==> config.mk <==
export PLATFORM = sky130hd
export DESIGN_NAME = engine_set_ops_configure_request_generator
export DESIGN_NICKNAME = d
export VERILOG_FILES = /design/src/rtl/engine_set_ops_configure_request_generator_pkg.sv /design/src/rtl/xpm_fifo_sync_wrapper.sv /design/src/rtl/engine_set_ops_configure_request_generator.sv
export SDC_FILE = /design/constraint.sdc
export NUM_CORES = 1
export LEC_CHECK = 0
export ABC_AREA = 0
export CELL_PAD_IN_SITES_DETAIL_PLACEMENT = 0
export CELL_PAD_IN_SITES_GLOBAL_PLACEMENT = 2
export CORE_UTILIZATION = 40
export DETAILED_ROUTE_END_ITERATION = 10
export GPL_ROUTABILITY_DRIVEN = 0
export PLACE_DENSITY_LB_ADDON = 0.1
export SYNTH_ARGS = -nofsm -noshare
export SYNTH_HDL_FRONTEND = slang
export SYNTH_SLANG_ARGS = --single-unit
==> constraint.sdc <==
create_clock -name ap_clk -period 14.1 [get_ports ap_clk]
set_input_delay 2.82 -clock ap_clk [delete_from_list [all_inputs] [get_ports ap_clk]]
set_output_delay 2.82 -clock ap_clk [all_outputs]
set_load 0.02 [all_outputs]
==> src/rtl/engine_set_ops_configure_request_generator_pkg.sv <==
// Shared types for the set-ops configuration request generator.
// Memory packets, FIFO status bundles and the request FSM encoding.
package engine_set_ops_configure_request_generator_pkg;

  localparam int M_AXI_MEMORY_ADDR_WIDTH = 32;
  localparam int M_AXI_MEMORY_DATA_WIDTH = 32;
  localparam int ID_W = 8;

  typedef logic [M_AXI_MEMORY_ADDR_WIDTH-1:0] type_memory_address;
  typedef logic [M_AXI_MEMORY_ADDR_WIDTH-1:0] type_memory_response_offset;

  typedef enum logic [1:0] {
    CMD_INVALID,
    CMD_MEM_READ,
    CMD_MEM_WRITE,
    CMD_MEM_CONFIGURE
  } type_memory_cmd;

  typedef struct packed {
    logic [ID_W-1:0] id_cu;
    logic [ID_W-1:0] id_bundle;
    logic [ID_W-1:0] id_lane;
    logic [ID_W-1:0] id_engine;
    logic [ID_W-1:0] id_module;
  } MemoryPacketRoute;

  typedef struct packed {
    type_memory_address         base;
    type_memory_response_offset offset;
  } MemoryPacketAddress;

  typedef struct packed {
    MemoryPacketRoute   route;
    MemoryPacketAddress address;
  } MemoryPacketMeta;

  typedef struct packed {
    type_memory_cmd  cmd;
    MemoryPacketMeta meta;
  } MemoryPacketRequestPayload;

  typedef struct packed {
    logic                      valid;
    MemoryPacketRequestPayload payload;
  } MemoryPacketRequest;

  typedef struct packed {
    MemoryPacketMeta                    meta;
    logic [M_AXI_MEMORY_DATA_WIDTH-1:0] data;
  } MemoryPacketResponsePayload;

  typedef struct packed {
    logic                       valid;
    MemoryPacketResponsePayload payload;
  } MemoryPacketResponse;

  typedef struct packed {
    logic rd_en;
  } FIFOStateSignalsInput;

  typedef struct packed {
    logic full;
    logic empty;
    logic valid;
    logic prog_full;
    logic wr_rst_busy;
    logic rd_rst_busy;
  } FIFOStateSignalsOutput;

  typedef enum logic [2:0] {
    CFG_IDLE,
    CFG_SETUP,
    CFG_READY,
    CFG_ISSUE,
    CFG_WAIT_RESP,
    CFG_DONE
  } type_config_request_state;

endpackage

==> src/rtl/xpm_fifo_sync_wrapper.sv <==
// Synchronous request FIFO with registered read data and valid flag.
// Reset-busy flags stay high for a few cycles after srst releases.
module xpm_fifo_sync_wrapper #(
  parameter int FIFO_WRITE_DEPTH = 16,
  parameter int WRITE_DATA_WIDTH = 32,
  parameter int PROG_FULL_THRESH = 8
) (
  input  logic                        clk,
  input  logic                        srst,
  input  logic [WRITE_DATA_WIDTH-1:0] din,
  input  logic                        wr_en,
  input  logic                        rd_en,
  output logic [WRITE_DATA_WIDTH-1:0] dout,
  output logic                        full,
  output logic                        empty,
  output logic                        valid,
  output logic                        prog_full,
  output logic                        wr_rst_busy,
  output logic                        rd_rst_busy
);

  localparam int AW = $clog2(FIFO_WRITE_DEPTH);
  localparam logic [AW:0] DEPTH_C = (AW+1)'(FIFO_WRITE_DEPTH);
  localparam logic [AW:0] THRESH_C = (AW+1)'(PROG_FULL_THRESH);

  logic [WRITE_DATA_WIDTH-1:0] mem [FIFO_WRITE_DEPTH];
  logic [AW-1:0] wr_ptr;
  logic [AW-1:0] rd_ptr;
  logic [AW:0]   count;
  logic [1:0]    busy_cnt;
  logic          busy;
  logic          do_wr;
  logic          do_rd;

  assign busy        = (busy_cnt != 2'd0);
  assign wr_rst_busy = busy;
  assign rd_rst_busy = busy;
  assign empty       = (count == '0);
  assign full        = (count == DEPTH_C) | busy;
  assign prog_full   = (count >= THRESH_C) | busy;
  assign do_wr       = wr_en & ~full;
  assign do_rd       = rd_en & ~empty & ~busy;

  always_ff @(posedge clk) begin
    if (srst) begin
      busy_cnt <= 2'd3;
      wr_ptr   <= '0;
      rd_ptr   <= '0;
      count    <= '0;
      valid    <= 1'b0;
    end else begin
      if (busy) busy_cnt <= busy_cnt - 2'd1;
      if (do_wr) wr_ptr <= wr_ptr + AW'(1);
      if (do_rd) rd_ptr <= rd_ptr + AW'(1);
      unique case ({do_wr, do_rd})
        2'b10:   count <= count + (AW+1)'(1);
        2'b01:   count <= count - (AW+1)'(1);
        default: count <= count;
      endcase
      valid <= do_rd;
    end
  end

  always_ff @(posedge clk) begin
    if (do_wr) mem[wr_ptr] <= din;
    if (do_rd) dout <= mem[rd_ptr];
  end

endmodule

==> src/rtl/engine_set_ops_configure_request_generator.sv <==
// Issues one engine's configuration reads into a request FIFO and
// counts the in-range responses that come back to flag completion.
module engine_set_ops_configure_request_generator
  import engine_set_ops_configure_request_generator_pkg::*;
#(
  parameter int ID_CU            = 0,
  parameter int ID_BUNDLE        = 0,
  parameter int ID_LANE          = 0,
  parameter int ID_ENGINE        = 0,
  parameter int ID_RELATIVE      = 0,
  parameter int ID_MODULE        = 0,
  parameter int FIFO_WRITE_DEPTH = 16,
  parameter int PROG_THRESH      = 8,
  parameter int ENGINE_SEQ_WIDTH = 16,
  parameter int ENGINE_SEQ_MIN   = ID_RELATIVE*ENGINE_SEQ_WIDTH,
  parameter int ENGINE_SEQ_MAX   = ENGINE_SEQ_MIN+ENGINE_SEQ_WIDTH
) (
  input  logic                  ap_clk,
  input  logic                  areset,
  input  logic                  start_in,
  input  type_memory_address    base_address_in,
  input  MemoryPacketResponse   response_memory_in,
  output MemoryPacketRequest    request_memory_out,
  input  FIFOStateSignalsInput  fifo_request_memory_out_signals_in,
  output FIFOStateSignalsOutput fifo_request_memory_out_signals_out,
  output logic                  fifo_setup_signal,
  output logic                  done_out
);

  localparam int CNT_W = $clog2(ENGINE_SEQ_WIDTH)+1;
  localparam int OFF_W = $bits(type_memory_response_offset);
  localparam int REQ_W = $bits(MemoryPacketRequestPayload);
  localparam logic [CNT_W-1:0] LAST_C = CNT_W'(ENGINE_SEQ_WIDTH-1);
  localparam logic [CNT_W-1:0] FULL_C = CNT_W'(ENGINE_SEQ_WIDTH);
  localparam type_memory_response_offset MIN_C = OFF_W'(ENGINE_SEQ_MIN);
  localparam type_memory_response_offset SPAN_C =
    OFF_W'(ENGINE_SEQ_MAX-ENGINE_SEQ_MIN);

  logic areset_r;
  logic start_r;
  logic resp_valid_r;
  logic rd_en_r;
  MemoryPacketResponsePayload resp_r;
  type_memory_address base_in_r;
  type_memory_address base_r;

  type_config_request_state state;
  type_config_request_state state_n;
  logic [CNT_W-1:0] issue_count;
  logic [CNT_W-1:0] issue_count_n;
  logic [CNT_W-1:0] resp_count;
  logic [CNT_W-1:0] resp_count_n;
  logic load_base;
  logic counting;

  type_memory_response_offset resp_rel;
  logic resp_hit;
  logic fifo_wr_en;
  logic fifo_rd_en;
  logic fifo_busy;
  MemoryPacketRequestPayload req_din;
  MemoryPacketRequestPayload req_dout;
  FIFOStateSignalsOutput fifo_raw;
  logic unused_resp;

  always_ff @(posedge ap_clk) begin
    areset_r <= areset;
    if (areset_r) begin
      start_r      <= 1'b0;
      resp_valid_r <= 1'b0;
      rd_en_r      <= 1'b0;
    end else begin
      start_r      <= start_in;
      resp_valid_r <= response_memory_in.valid;
      rd_en_r      <= fifo_request_memory_out_signals_in.rd_en;
    end
  end

  always_ff @(posedge ap_clk) begin
    resp_r     <= response_memory_in.payload;
    base_in_r  <= base_address_in;
    if (load_base) base_r <= base_in_r;
  end

  // Unsigned distance from the first offset folds both range bounds
  assign resp_rel = resp_r.meta.address.offset - MIN_C;
  assign resp_hit = resp_valid_r & (resp_rel < SPAN_C);
  assign counting = (state == CFG_ISSUE) | (state == CFG_WAIT_RESP);
  assign unused_resp = ^{resp_r.data, resp_r.meta.route,
                         resp_r.meta.address.base};

  always_comb begin
    state_n       = state;
    issue_count_n = issue_count;
    resp_count_n  = resp_count;
    fifo_wr_en    = 1'b0;
    load_base     = 1'b0;
    if (counting && resp_hit && resp_count != FULL_C)
      resp_count_n = resp_count + CNT_W'(1);
    unique case (state)
      CFG_IDLE: state_n = CFG_SETUP;
      CFG_SETUP: begin
        if (~fifo_raw.wr_rst_busy & ~fifo_raw.rd_rst_busy)
          state_n = CFG_READY;
      end
      CFG_READY, CFG_DONE: begin
        if (start_r) begin
          state_n       = CFG_ISSUE;
          issue_count_n = '0;
          resp_count_n  = '0;
          load_base     = 1'b1;
        end
      end
      CFG_ISSUE: begin
        if (~fifo_raw.prog_full) begin
          fifo_wr_en    = 1'b1;
          issue_count_n = issue_count + CNT_W'(1);
          if (issue_count == LAST_C) state_n = CFG_WAIT_RESP;
        end
      end
      CFG_WAIT_RESP: begin
        if (resp_count_n == FULL_C) state_n = CFG_DONE;
      end
      default: state_n = CFG_IDLE;
    endcase
  end

  always_ff @(posedge ap_clk) begin
    if (areset_r) begin
      state       <= CFG_IDLE;
      issue_count <= '0;
      resp_count  <= '0;
    end else begin
      state       <= state_n;
      issue_count <= issue_count_n;
      resp_count  <= resp_count_n;
    end
  end

  assign done_out = (state == CFG_DONE);

  always_comb begin
    req_din                      = '0;
    req_din.cmd                  = CMD_MEM_READ;
    req_din.meta.route.id_cu     = ID_W'(ID_CU);
    req_din.meta.route.id_bundle = ID_W'(ID_BUNDLE);
    req_din.meta.route.id_lane   = ID_W'(ID_LANE);
    req_din.meta.route.id_engine = ID_W'(ID_ENGINE);
    req_din.meta.route.id_module = ID_W'(ID_MODULE);
    req_din.meta.address.base    = base_r;
    req_din.meta.address.offset  = MIN_C + OFF_W'(issue_count);
  end

  assign fifo_rd_en = ~fifo_raw.empty & rd_en_r;
  assign fifo_busy  = fifo_raw.wr_rst_busy | fifo_raw.rd_rst_busy;

  xpm_fifo_sync_wrapper #(
    .FIFO_WRITE_DEPTH (FIFO_WRITE_DEPTH),
    .WRITE_DATA_WIDTH (REQ_W),
    .PROG_FULL_THRESH (PROG_THRESH)
  ) u_request_fifo (
    .clk         (ap_clk),
    .srst        (areset_r),
    .din         (req_din),
    .wr_en       (fifo_wr_en),
    .rd_en       (fifo_rd_en),
    .dout        (req_dout),
    .full        (fifo_raw.full),
    .empty       (fifo_raw.empty),
    .valid       (fifo_raw.valid),
    .prog_full   (fifo_raw.prog_full),
    .wr_rst_busy (fifo_raw.wr_rst_busy),
    .rd_rst_busy (fifo_raw.rd_rst_busy)
  );

  always_ff @(posedge ap_clk) begin
    if (areset_r) begin
      request_memory_out.valid <= 1'b0;
      fifo_setup_signal        <= 1'b1;
    end else begin
      request_memory_out.valid <= fifo_raw.valid;
      fifo_setup_signal        <= fifo_busy;
    end
    request_memory_out.payload          <= req_dout;
    fifo_request_memory_out_signals_out <= fifo_raw;
  end

endmodule

==> metrics.cfg <==
[power_and_ir_drop]
relative_contribution_of_sequential_cells_to_total_power_pct=52.7
swShare_pct=19.3
cell_internal_pwr_w=0.00389
power.share.combinational_pct=1.1
ir_worst_vdd_uv=85.1
p_clk_share_pct=46.2
power_per_cell_area_nw_per_um2=143
power.static_leakage_nw=10.8
power_switching_w=0.000928

[logic_synthesis]
synth.cell_area_um2=28800
post-synth-top-area-cell=edfxtp_1
post-synth-top-count-cell=edfxtp_1
synthesis.instances=1306
ys_seq_elements=798
yosys.area.top_type_share_pct=68.9
seq_area_frac_synth_pct=78.4
ys_top_cells_by_area=edfxtp_1 (69%), mux4_2 (14%), dfxtp_1 (9.5%)
ys.flop_type=edfxtp_1
syn-mean-instance-area_um2=22.1
number_of_flops_mapped_to_enable_cells_by_yosys=661
synth_cell_type_count=54
ys_top_cells_by_count=edfxtp_1 (661), mux4_2 (185), dfxtp_1 (137)
yosys_warnings=0
synth_async_sr_flop_share_pct=0

[run]
max_cap_viol_count=0

[setup_path]
nature_of_the_critical_path_endpoint=primary output
timing.critical_path.from_type=flip-flop
worst_ep_arrival_time_ns=2.10
crit_required_ns=11.28
critical_path_cell_by_cell=nor2b_1 > and2_1 > clkdlybuf4s50_1
critical-path-slowest-cell=clkdlybuf4s50_1
cp_slowest_stage_delay_ns=0.62
critical_path_peak_fanout=11
cp_top_family=buffers and inverters
class_of_the_most_critical_setup_path=flip-flop to primary output
cp_num_buf_inv=1

[floorplanning]
initial_core_util_pct=40.4
chipHeight_um=270
core_region_area_um2=71400
fp.dieArea_um2=73100
row_count=98
io-pin-count=288
die_width_um=270

[global_routing]
global_route.overflow_total=0
antenna_found_initial=1
global_route.usage.total_pct=16.9
first_global_vias=13400
maximum_number_of_pins_on_one_net_before_global_route_repair=109
grt_first_pass_wirelength_um=89500

[finish]
antenna-diode-count=0
multi_input_comb_area_um2=5700
fillerInstances=5926
regArea_um2=22600
final_layout_size_suffix_gt1_share_pct=24.0
final_net_count=1660
synthToLayoutAreaGrowth_pct=16.9

[detailed_routing]
avgViaCountPerCell=5.02
num_vias=12500
post-route-drc-count=0
routed_wirelength_um=60300
drt_iter0_drc=939
drtPass1Iterations=5
antenna_violating_nets_post_route=0
routed_wire_length_per_instance_um=24.2

[sta]
skew_ns=0.0262
worst_slack_ns=9.18
min_period_over_period_pct=34.9
report.final.hold_viol_count=0
final_setup_violation_count=0
rsz0062_at_grt=false
final_worst_path_period_need_ns=4.92
maxClockFrequency_mhz=203
setup_total_negative_slack_ns=0
timing.slew.headroom_pct=27.5
timing.final.max_slew_violations=0
worst-slew-pin-transition_ns=1.09

[status]
status=finished clean

[placed_design]
place_worst_setup_slack_ns=9.81
placement.io_buffers=110
dp_hpwl_um=29200

[clock_tree]
postCtsSetupRepairBufs=0
numClockSinks=798
cts.clk_slew.worst_paths_ns=0.06
hold_buffers=0
clockBufferDepth=3
cts_tree=done
cts_resized=0
htreeDepth=3
clk-insertion-delay-late_ns=0.63
clock_tree.root_cell=clkbuf_16
total_clock_buffers_created_by_cts=85

[hold_path]
timing.hold.worst.class=flip-flop to flip-flop

## final cells by class
type | count | share of cell area, %
repair buffers | 134 | 3.84
inverters | 19 | 0.212
clock buffers | 123 | 7.26
multi-input cells | 434 | 16.9
well taps | 950 | 3.53
flip-flops and latches | 798 | 67.1
clock inverters | 36 | 1.13
## power groups by stage
stage                     Clock, W  Combinational, W  Sequential, W
after floorplan                  0         0.0000434        0.00259
after CTS                  0.00229         0.0000527        0.00254
final                      0.00223         0.0000524        0.00254
after global routing       0.00238         0.0000571        0.00254
after detailed placement         0         0.0000525        0.00259
after global placement           0         0.0000524        0.00259
## per-layer routing
| layer | share of wire, % | GRT usage, % | up-vias |
|---|---|---|---|
| met1 | 42 | 22.3 | 6687 |
| met3 | 4.3 | 2.96 | 85 |
| met2 | 52 | 28.9 | 276 |
| met4 | 1.7 | 4.39 | 0 |
| li1 | - | - | 5481 |
| met5 | 0 | 0 | - |
## layout by cell type (no fill, tap or decap), types with 2 or more instances in the layout
cell type	instances
a21oi_1	10
clkbuf_16	88
dfxtp_4	4
o21ai_0	3
inv_1	17
clkbuf_1	21
clkinv_4	2
nor2b_1	9
a31oi_1	2
nand4_1	5
nand2_1	17
nor2_4	12
nand3_1	3
nor2_1	36
clkbuf_4	3
nor3_2	5
mux2i_1	4
nand2b_1	5
inv_6	3
ha_1	14
clkinv_1	7
buf_4	23
clkinv_2	15
nor4_1	5
conb_1	69
clkdlybuf4s50_1	110
and3_1	2
mux4_2	185
clkbuf_8	10
xor2_1	13
bufinv_16	7
edfxtp_1	661
nor3_1	4
xnor2_1	5
inv_2	2
dfxtp_1	133
## state kept, by name, indices dropped and copies added, names as in the netlist, 4 cells and up
name and count:
u_request_fifo.count 5, resp_r 28, base_in_r 32, u_request_fifo.wr_ptr 4, u_request_fifo.dout 37, fifo_request_memory_out_signals_out 5, u_request_fifo.mem 592, issue_count 5
base_r 32, u_request_fifo.rd_ptr 4, request_memory_out 38, resp_count 5
## stage by stage
step	cell area, um^2	std cells	hold WS [ns]	total power, W	utilization, %
6_report	33700	2494	0.338	0.00482	47.2
5_1_grt	33700	2494	0.345	0.00498	47.2
4_1_cts	33700	2494	0.341	0.00488	47.2
3_5_place_dp	30900	2335	0.327	0.00264	43.2
3_3_place_gp	30900	2335	0.325	0.00264	43.2
2_1_floorplan	29100	1373	0.323	0.00263	-
## cell families after synthesis
| group | Yosys count | synth area share, % |
|---|---|---|
| AO/OA/AOI/OAI | 26 | 0.582 |
| XOR/XNOR | 18 | 0.547 |
| adder cells (fa/ha/maj) | 15 | 0.677 |
| buffers and inverters | 141 | 3.09 |
| flip-flops | 798 | 78.4 |
| multiplexers | 190 | 14.6 |
| other | 2 | 0.0261 |
| AND/OR/NAND/NOR | 116 | 2.03 |
## final timing paths
kind                              start                        end  slack, ns  depth (start not counted)
max                            state[2]                   done_out       9.18                          3
min reg2reg      u_request_fifo.dout[2]      request_memory_out[2]       0.34                          0
min              u_request_fifo.dout[2]      request_memory_out[2]       0.34                          0
max reg2reg  u_request_fifo.busy_cnt[1]  u_request_fifo.mem[1][14]      10.37                          7
(Power assumes the default switching activity.)
